[src/rtl/type_package.sv]
// Shared types for the PU memory port arbiter.
// Fallback values stand in for defines.vh in standalone builds.
`ifndef PIO_RANGE
`define PIO_RANGE 31:0
`endif
`ifndef PU_WIDTH_NBITS
`define PU_WIDTH_NBITS 16
`endif
`ifndef SWITCH_INFO_DEPTH_NBITS
`define SWITCH_INFO_DEPTH_NBITS 8
`endif
`ifndef NUM_OF_PU
`define NUM_OF_PU 4
`endif

package type_package;

    localparam int MAX_STARVE_DEF = 8;

    typedef struct packed {
        logic vld;
        logic is_pio;
        logic is_wr;
    } arb_tag_t;

    typedef enum logic [1:0] {
        PIO_IDLE = 2'd0,
        PIO_PEND = 2'd1,
        PIO_WAIT = 2'd2
    } pio_st_e;

endpackage

[src/rtl/sfifo2f_fo.sv]
// Two-entry first-word-fall-through FIFO.
// A push while full is taken only if a pop frees the slot.
module sfifo2f_fo #(
    parameter int WIDTH = 8
) (
    input  logic             clk,
    input  logic             rstn,
    input  logic             push,
    input  logic             pop,
    input  logic [WIDTH-1:0] din,
    output logic [WIDTH-1:0] dout,
    output logic             empty,
    output logic             full
);

    logic [WIDTH-1:0] mem [2];
    logic             wp;
    logic             rp;
    logic [1:0]       cnt;
    logic             do_push;
    logic             do_pop;

    assign do_pop  = pop & (cnt != 2'd0);
    assign do_push = push & ((cnt != 2'd2) | do_pop);

    always_ff @(posedge clk) begin
        if (do_push) begin
            mem[wp] <= din;
        end
    end

    always_ff @(posedge clk) begin
        if (!rstn) begin
            wp  <= 1'b0;
            rp  <= 1'b0;
            cnt <= 2'd0;
        end else begin
            if (do_push) begin
                wp <= ~wp;
            end
            if (do_pop) begin
                rp <= ~rp;
            end
            cnt <= cnt + 2'(do_push) - 2'(do_pop);
        end
    end

    assign dout  = mem[rp];
    assign empty = (cnt == 2'd0);
    assign full  = (cnt == 2'd2);

endmodule

[src/rtl/pu_mem_port_arb.sv]
// Single-port BRAM sharing between PIO and PU app reads, app favoured.
// PU_MEM_PORT_ARB_STARVE_EN enables the PIO starvation guard.
module pu_mem_port_arb
    import type_package::*;
#(
    parameter int NUM_OF_PU   = `NUM_OF_PU,
    parameter int WIDTH_NBITS = `PU_WIDTH_NBITS,
    parameter int DEPTH_NBITS = `SWITCH_INFO_DEPTH_NBITS,
    parameter int RD_LAT      = 2,
    parameter int MAX_STARVE  = MAX_STARVE_DEF
) (
    input  logic                   clk,
    input  logic                   rstn,
    input  logic [`PIO_RANGE]      reg_addr,
    input  logic [`PIO_RANGE]      reg_din,
    input  logic                   reg_rd,
    input  logic                   reg_wr,
    input  logic                   reg_ms,
    output logic                   mem_ack,
    output logic [`PIO_RANGE]      mem_rdata,
    input  logic                   app_mem_rd,
    input  logic [DEPTH_NBITS-1:0] app_mem_raddr,
    output logic                   app_mem_busy,
    output logic                   app_mem_ack,
    output logic [WIDTH_NBITS-1:0] app_mem_rdata,
    output logic                   ram_en,
    output logic                   ram_we,
    output logic [DEPTH_NBITS-1:0] ram_addr,
    output logic [WIDTH_NBITS-1:0] ram_wdata,
    input  logic [WIDTH_NBITS-1:0] ram_rdata
);

    localparam int PIO_NBITS = $bits(reg_addr);

    pio_st_e                st;
    pio_st_e                st_nxt;
    logic [DEPTH_NBITS-1:0] pio_addr;
    logic [WIDTH_NBITS-1:0] pio_wdata;
    logic                   pio_wr;
    logic                   pio_strobe;
    logic                   pio_req;
    logic                   pio_force;
    logic                   gnt_app;
    logic                   gnt_pio;
    logic                   q_empty;
    logic                   q_full;
    logic [DEPTH_NBITS-1:0] q_addr;
    arb_tag_t               pipe [RD_LAT];
    arb_tag_t               tag_in;
    arb_tag_t               tag_out;
    logic                   pio_done;
    logic                   app_done;
    logic                   unused_ok;

    assign pio_strobe = reg_ms & (reg_rd | reg_wr);

    sfifo2f_fo #(
        .WIDTH (DEPTH_NBITS)
    ) u_app_q (
        .clk   (clk),
        .rstn  (rstn),
        .push  (app_mem_rd & ~q_full),
        .pop   (gnt_app),
        .din   (app_mem_raddr),
        .dout  (q_addr),
        .empty (q_empty),
        .full  (q_full)
    );

    assign app_mem_busy = q_full;

    always_ff @(posedge clk) begin
        if (!rstn) begin
            st <= PIO_IDLE;
        end else begin
            st <= st_nxt;
        end
    end

    always_comb begin
        st_nxt = st;
        unique case (st)
            PIO_IDLE: if (pio_strobe) st_nxt = PIO_PEND;
            PIO_PEND: if (gnt_pio)    st_nxt = PIO_WAIT;
            PIO_WAIT: if (pio_done)   st_nxt = PIO_IDLE;
            default:                  st_nxt = PIO_IDLE;
        endcase
    end

    always_comb begin
        pio_req = (st == PIO_PEND);
    end

    always_ff @(posedge clk) begin
        if (!rstn) begin
            pio_addr  <= '0;
            pio_wdata <= '0;
            pio_wr    <= 1'b0;
        end else if (st == PIO_IDLE && pio_strobe) begin
            pio_addr  <= reg_addr[DEPTH_NBITS-1:0];
            pio_wdata <= reg_din[WIDTH_NBITS-1:0];
            pio_wr    <= reg_wr;
        end
    end

`ifdef PU_MEM_PORT_ARB_STARVE_EN
    localparam int SW = $clog2(MAX_STARVE + 1);

    logic [SW-1:0] starve;

    always_ff @(posedge clk) begin
        if (!rstn) begin
            starve <= '0;
        end else if (gnt_pio) begin
            starve <= '0;
        end else if (pio_req && starve != SW'(MAX_STARVE)) begin
            starve <= starve + SW'(1);
        end
    end

    assign pio_force = pio_req & (starve == SW'(MAX_STARVE));
`else
    assign pio_force = 1'b0;
`endif

    // Grants are held off during reset so no stray write hits the RAM.
    always_comb begin
        gnt_app = rstn & ~q_empty & ~pio_force;
        gnt_pio = rstn & pio_req & ~gnt_app;
    end

    always_comb begin
        ram_en    = gnt_app | gnt_pio;
        ram_we    = gnt_pio & pio_wr;
        ram_addr  = '0;
        ram_wdata = '0;
        if (gnt_pio) begin
            ram_addr = pio_addr;
            if (pio_wr) begin
                ram_wdata = pio_wdata;
            end
        end else if (gnt_app) begin
            ram_addr = q_addr;
        end
    end

    always_comb begin
        tag_in = '{vld: ram_en, is_pio: gnt_pio, is_wr: ram_we};
    end

    always_ff @(posedge clk) begin
        if (!rstn) begin
            for (int i = 0; i < RD_LAT; i++) begin
                pipe[i] <= '0;
            end
        end else begin
            pipe[0] <= tag_in;
            for (int i = 1; i < RD_LAT; i++) begin
                pipe[i] <= pipe[i-1];
            end
        end
    end

    // Exit stage lines up with the RAM output register.
    assign tag_out  = pipe[RD_LAT-1];
    assign pio_done = tag_out.vld & tag_out.is_pio;
    assign app_done = tag_out.vld & ~tag_out.is_pio;

    always_comb begin
        mem_ack       = pio_done;
        app_mem_ack   = app_done;
        mem_rdata     = '0;
        app_mem_rdata = '0;
        if (pio_done && !tag_out.is_wr) begin
            mem_rdata[WIDTH_NBITS-1:0] = ram_rdata;
        end
        if (app_done) begin
            app_mem_rdata = ram_rdata;
        end
    end

    assign unused_ok = &{1'b0,
                         reg_addr[PIO_NBITS-1:DEPTH_NBITS],
                         reg_din[PIO_NBITS-1:WIDTH_NBITS],
                         NUM_OF_PU[0],
                         MAX_STARVE[0]};

endmodule
[config.mk]
export PLATFORM = sky130hd
export DESIGN_NAME = pu_mem_port_arb
export DESIGN_NICKNAME = d
export VERILOG_FILES = /design/src/rtl/type_package.sv /design/src/rtl/sfifo2f_fo.sv /design/src/rtl/pu_mem_port_arb.sv
export SDC_FILE = /design/constraint.sdc
export NUM_CORES = 1
export LEC_CHECK = 0
export CAP_MARGIN = 20
export CORE_ASPECT_RATIO = 0.9
export CORE_MARGIN = 2
export CORE_UTILIZATION = 39
export DETAILED_ROUTE_END_ITERATION = 10
export PLACE_DENSITY = 0.86
export SYNTH_ARGS = -nofsm -noshare
export SYNTH_HDL_FRONTEND = slang
export SYNTH_SLANG_ARGS = --single-unit
[constraint.sdc]
create_clock -name clk -period 4.3 [get_ports clk]
set_input_delay 0.645 -clock clk [delete_from_list [all_inputs] [get_ports clk]]
set_output_delay 0.645 -clock clk [all_outputs]
set_load 0.01 [all_outputs]
Word level (Yosys, flattened, before mapping)
Memories as Yosys holds them, arrays and structs flattened. A register that Yosys moved wholly into a read port is not among the register bits.
Index checks and enable logic that the tools add are counted.
{"block": "word_totals", "regBits": 31, "mem_bits_rw": 22, "output_inout_bits": 77, "mem_count": 2}
{"memory": "u_app_q.mem", "words": 2, "width": 8, "read_ports": 1, "rd_ports_with_merged_regs": 1, "write_ports": 1, "line": "sfifo2f_fo.sv:16", "source": "logic [WIDTH-1:0] mem [2];"}
{"memory": "pipe", "words": 2, "width": 3, "read_ports": 2, "rd_ports_with_merged_regs": 0, "write_ports": 2, "line": "pu_mem_port_arb.sv:48", "source": "arb_tag_t pipe [RD_LAT];"}
{"block": "classes", "add_sub_neg": 2, "eq_ne": 7, "n_mux": 18, "bitwise_logic": 21, "n_reduce_logical": 7}
{"op": "$mux W16", "count": 4}
{"op": "$mux W8", "count": 2}
{"op": "$and A1 B1 Y1", "count": 10}
{"op": "$mux W1", "count": 6}
{"op": "$mux W2", "count": 3}
{"op": "$mux W3", "count": 2}
{"op": "$ne A2 B2 Y1 const B", "count": 3}
{"op": "$not A1 Y1", "count": 6}
{"op": "$pmux W2 S3", "count": 1}
{"op": "$or A1 B1 Y1", "count": 5}
{"op": "$eq A2 B2 Y1 const B", "count": 2}
{"op": "$logic_not A2 Y1", "count": 2}
{"op": "$reduce_and A3 Y1", "count": 1}
{"op": "$add A2 B1 Y2", "count": 1}
{"op": "$eq A2 B1 Y1 const B", "count": 1}
{"op": "$logic_and A1 B1 Y1", "count": 2}
{"op": "$ne A2 B1 Y1 const B", "count": 1}
{"op": "$reduce_bool A2 Y1", "count": 1}
{"op": "$sub A2 B1 Y2", "count": 1}
{"op": "$logic_not A1 Y1", "count": 1}

Longest topological paths before layout
{"block": "depth", "word_depth": 8, "depth_mapped": 8}

Cells and area by module
A second synthesis with hierarchy kept.
{"block": "unflattened", "hier_cells": 273, "area_unflattened_um2": 2676.3}
{"mod": "pu_mem_port_arb", "n_inst": 1, "cells_each": 218, "area_each_um2": 1844.3}
{"mod": "sfifo2f_fo", "n_inst": 1, "cells_each": 55, "area_each_um2": 832.0}

Worst setup path before layout
OpenSTA, ideal clock, no wires.
{"block": "synth_timing", "path_type": "input to output", "startpoint": "input rstn", "endpoint": "output ram_wdata[10]", "arrival_time_ps": 1393, "required_time_ps": 3655, "setup_slack_ps": 2262, "stages": 4, "n_path_buf": 1, "path_cell_list": "nand3b_4 -> nor4b_4 -> buf_6 -> and2_1"}
{"block": "synth_via", "elab_chain_cells": 4}
{"element": "from (decl)", "line": "pu_mem_port_arb.sv:13", "source": "input logic rstn,"}
{"element": "$and A1 B1 Y1", "line": "pu_mem_port_arb.sv:128", "source": "gnt_app = rstn & ~q_empty & ~pio_force;"}
{"element": "$not A1 Y1", "line": "pu_mem_port_arb.sv:129", "source": "gnt_pio = rstn & pio_req & ~gnt_app;"}
{"element": "$and A1 B1 Y1 (*)", "line": "pu_mem_port_arb.sv:129"}
{"element": "$mux W16 (*)", "line": "pu_mem_port_arb.sv:137", "source": "if (gnt_pio) begin"}
{"element": "to (decl)", "line": "pu_mem_port_arb.sv:29", "source": "output logic [WIDTH_NBITS-1:0] ram_wdata,"}
Every way passes the cells marked *; elsewhere a longest branch is shown, timed or not.

Worst setup path after layout
Ends and elaborated chain as after synthesis.

==> impl_summary.log <==
[metrics] H-Tree Depth: 2
[metrics] pins over their slew limit: 0
[metrics] overall fraction of global-route tracks in use: 0.157
[metrics] peak ir drop on the vdd network: 0.170 mV
[metrics] number of antenna violations at the first check in global routing: 0
[metrics] number of hold buffers added after CTS: 0
[metrics] Initial Utilization: 0.402
[metrics] maximum number of pins on one net before global-route repair: 44
[metrics] routed wire length: 6.06 mm
[metrics] fin crit period: 3130 ps
[metrics] sum of net half-perimeters after detailed placement: 4.74 mm
[metrics] number of DRC violations after detailed-routing iteration 0: 96
[metrics] final hold violation count: 0
[metrics] arrival time of data at the critical path endpoint: 2490 ps
[metrics] Max-Cap Viols: 0
[metrics] total number of vias: 2137
[metrics] number of distinct standard cells referenced by the synthesized netlist: 31
[metrics] final setup violating endpoints: 0
[metrics] type of element capturing the critical path: output pin
[metrics] worst hold endpoint: pipe[0][5]
[metrics] power density relative to cell area: 357 mW/mm2
[metrics] Psw: 0.419 mW
[metrics] number of nets in the layout: 474
[metrics] Vias/cell: 4.55
[metrics] worst path required time: 3650 ps
[metrics] measured slew at the worst slew-check pin: 779 ps
[metrics] clock latency on the worst-skew pair: 310 ps
[metrics] final cycle utilization of the critical path: 0.728
[metrics] hold slack: 442 ps
[metrics] outcome: finished clean
[metrics] worst r2r src: u_app_q.cnt[1]
[metrics] Setup WS post-layout: 1170 ps
[metrics] die area: 0.00743 mm2
[metrics] mean cell area of the mapped netlist: 9.79 um2
[metrics] clock tree buffer depth: 2
[metrics] total inserted antenna cells: 0
[metrics] WHS Path Cells: 1
[metrics] routability congestion estimate: 0.741
[metrics] CP max-delay cell: sky130_fd_sc_hd__nor4b_4
[metrics] leakage power total: 1.52 nW
[metrics] Setup Fix Bufs, Post-CTS: 0
[metrics] type of origin of the critical path: primary input
[metrics] final-layout setup total negative slack: 0 ps
[metrics] Switching Share: 0.303
[metrics] cell count after synthesis: 269
[metrics] Critical Path Fanout Max: 17
[metrics] Pwr Total: 1.38 mW
[metrics] unrepaired setup endpoints after global routing: no
[metrics] final-layout fill cell count: 574
[metrics] proportion of layout cells with a drive suffix above 1: 0.0447
[metrics] Crit Reg-Reg Endpoint: u_app_q.cnt[1]
[metrics] list of cells traversed by the critical path: buf_2, nand3b_4, nor4b_4, and2_1, clkdlybuf4s50_1
[metrics] Layout Area Growth over Synthesis: 46.9%
[metrics] # placed instances: 462
[metrics] Min-Delay Path Class: register to register
[metrics] sequential cell area fraction in the yosys report: 0.471
[metrics] Row Count: 28
[metrics] R2R cell count: 6
[metrics] critical path type: primary input to output pin
[metrics] global-route wire length before repair: 9.23 mm
[metrics] reg-to-reg setup timing slack: 2440 ps
[metrics] hold wc startpoint: pipe[0][2]
[metrics] maximum operating frequency: 319 MHz
[metrics] Synth Register Bits: 54
[metrics] quantity of I/O buffers inserted on ports: 114
[metrics] Clock Skews: 9.72 ps
[metrics] clock-pin slew on the worst setup and hold paths: 100 ps
[metrics] final non-filler cell total: 470
[metrics] combinational share of power: 0.307
[metrics] area of the mapped netlist: 0.00263 mm2
[metrics] vias in the first global route: 1999
[metrics] Pre-Repair DR Iteration Count: 4
[metrics] detailed-route DRC error count: 0
[metrics] height of the chip: 82.0 um
[metrics] # clock sinks: 54
[metrics] IO Pins: 171
[metrics] total global routing overflow: 0
[metrics] routed length per placed instance: 12.9 um
[metrics] ANT nets after route: 0
[metrics] register share of total power: 0.475
[metrics] Post-CTS Resized: 0
[metrics] standard cell core area: 0.00655 mm2
[metrics] Place WS: 1120 ps
[metrics] crit-path max cell delay: 640 ps
[metrics] clock tree from TritonCTS: yes
[metrics] internal cell power: 0.963 mW
[metrics] clock network fraction of total power: 0.217
[metrics] tightest slew margin relative to the limit: 0.480
[metrics] die width: 90.6 um
[metrics] count of warnings emitted by yosys: 0
[metrics] number of buffers created by CTS: 5
[metrics] CTS Root Buffer Type: sky130_fd_sc_hd__clkbuf_8
-- cells in the mapped netlist --
| library cell | count | area share |
|---|---|---|
| sky130_fd_sc_hd__o2bb2ai_1 | 8 | 0.027 |
| sky130_fd_sc_hd__nor3_1 | 2 | 0.0038 |
| sky130_fd_sc_hd__and2_1 | 51 | 0.12 |
| sky130_fd_sc_hd__mux2i_1 | 35 | 0.13 |
| sky130_fd_sc_hd__conb_1 | 1 | 0.0014 |
| sky130_fd_sc_hd__o21a_1 | 1 | 0.0029 |
| sky130_fd_sc_hd__buf_6 | 3 | 0.013 |
| sky130_fd_sc_hd__nand3b_4 | 1 | 0.0076 |
| sky130_fd_sc_hd__nor2_1 | 4 | 0.0057 |
| sky130_fd_sc_hd__nand2b_1 | 1 | 0.0024 |
| sky130_fd_sc_hd__nor2b_1 | 3 | 0.0071 |
| sky130_fd_sc_hd__o21ai_1 | 1 | 0.0019 |
| sky130_fd_sc_hd__nor3b_1 | 2 | 0.0057 |
| sky130_fd_sc_hd__nor4b_4 | 1 | 0.0090 |
| sky130_fd_sc_hd__nor3_4 | 1 | 0.0062 |
| sky130_fd_sc_hd__inv_1 | 7 | 0.010 |
| sky130_fd_sc_hd__nand2_1 | 55 | 0.078 |
| sky130_fd_sc_hd__dfxtp_1 | 38 | 0.29 |
| sky130_fd_sc_hd__and3_1 | 1 | 0.0024 |
| sky130_fd_sc_hd__a21oi_1 | 1 | 0.0019 |
| sky130_fd_sc_hd__buf_2 | 7 | 0.013 |
| sky130_fd_sc_hd__edfxtp_1 | 16 | 0.18 |
| sky130_fd_sc_hd__o21ai_0 | 3 | 0.0057 |
| sky130_fd_sc_hd__nor4b_1 | 1 | 0.0033 |
| sky130_fd_sc_hd__xor2_1 | 1 | 0.0033 |
| sky130_fd_sc_hd__a2111oi_0 | 1 | 0.0033 |
| sky130_fd_sc_hd__ha_1 | 1 | 0.0047 |
| sky130_fd_sc_hd__clkbuf_1 | 4 | 0.0057 |
| sky130_fd_sc_hd__or3_1 | 1 | 0.0024 |
| sky130_fd_sc_hd__buf_4 | 16 | 0.046 |
| sky130_fd_sc_hd__buf_1 | 1 | 0.0014 |
-- sequential cells by signal, summed over array words and instances (netlist names), named ones only --
| name | flops |
|---|---|
| pio_wr | 1 |
| u_app_q.wp | 1 |
| pio_wdata | 16 |
| pipe | 6 |
| u_app_q.mem | 16 |
| u_app_q.rp | 1 |
| u_app_q.cnt | 2 |
| pio_addr | 8 |
| st | 2 |
-- worst max path at each step --
stage	startpoint	end	slack (ps)	depth (start not counted)
after CTS	rstn	ram_wdata[10]	1120	5
after detailed placement	rstn	ram_wdata[10]	1120	5
final	rstn	ram_wdata[10]	1170	5
after floorplan	rstn	ram_wdata[10]	2260	4
after global routing	rstn	ram_wdata[10]	1040	5
after global placement	rstn	ram_wdata[12]	1100	5
-- kinds of logic after synthesis --
| kind of cell | Yosys count | share of synthesized area |
|---|---|---|
| adders and majority gates | 1 | 0.00475 |
| AOI/OAI and AO/OA | 15 | 0.0423 |
| other | 1 | 0.00142 |
| and+or+nand+nor | 124 | 0.255 |
| buffers and inverters | 38 | 0.0888 |
| muxes | 35 | 0.133 |
| DFF | 54 | 0.471 |
| xor gates and xnor gates | 1 | 0.00333 |
-- critical path, delay by kind of cell --
kind / cells / cell delay [ps]
AND/OR/NAND/NOR: 3 / 1020
buffers and inverters: 2 / 810
-- power by group through the flow --
stage | clock network (mW) | registers, mW | logic [mW]
after floorplan | 0 | 0.637 | 0.271
after global placement | 0 | 0.666 | 0.409
after detailed placement | 0 | 0.669 | 0.429
after CTS | 0.310 | 0.658 | 0.431
after global routing | 0.328 | 0.667 | 0.464
final | 0.300 | 0.657 | 0.425
-- area by class of cell --
cell class	instances	area [um2]	area share
inverters	7	26.3	0.00679
clock buffers	6	82.6	0.0213
repair buffers	119	1170	0.303
flip-flops and latches	54	1240	0.321
clock inverters	2	17.5	0.00453
well taps	90	113	0.0291
multi-input cells	192	1210	0.314
-- cells in the final DEF, fill, tap and decap left out, types with 2 or more instances in the layout --
cell                              netlist  layout
sky130_fd_sc_hd__o21ai_0                3       3
sky130_fd_sc_hd__dfxtp_1               38      38
sky130_fd_sc_hd__edfxtp_1              16      16
sky130_fd_sc_hd__nor2_1                 4       4
sky130_fd_sc_hd__nor3_1                 2       2
sky130_fd_sc_hd__nor3b_1                2       2
sky130_fd_sc_hd__nor2b_1                3       3
sky130_fd_sc_hd__conb_1                 1      16
sky130_fd_sc_hd__buf_4                 16       5
sky130_fd_sc_hd__o2bb2ai_1              8       8
sky130_fd_sc_hd__clkinv_4               0       2
sky130_fd_sc_hd__nand2_1               55      55
sky130_fd_sc_hd__clkbuf_8               0       6
sky130_fd_sc_hd__clkdlybuf4s50_1        0     113
sky130_fd_sc_hd__and2_1                51      51
sky130_fd_sc_hd__inv_1                  7       7
sky130_fd_sc_hd__mux2i_1               35      35
-- per-stage QoR --
step	util	area, um2
finish	0.591	3870
global route	0.591	3870
CTS	0.591	3870
detailed placement	0.575	3770
global placement	0.573	3750
floorplan	-	2690
-- metal layers --
metal,part of all wire,wire length (um),vias up,track usage
met4,0.0073,44,0,0.0369
met2,0.52,3140,87,0.307
met3,0.087,529,5,0.0514
li1,-,-,1066,-
met1,0.39,2350,979,0.166
met5,0,0,-,0
(Power assumes the default switching activity.)
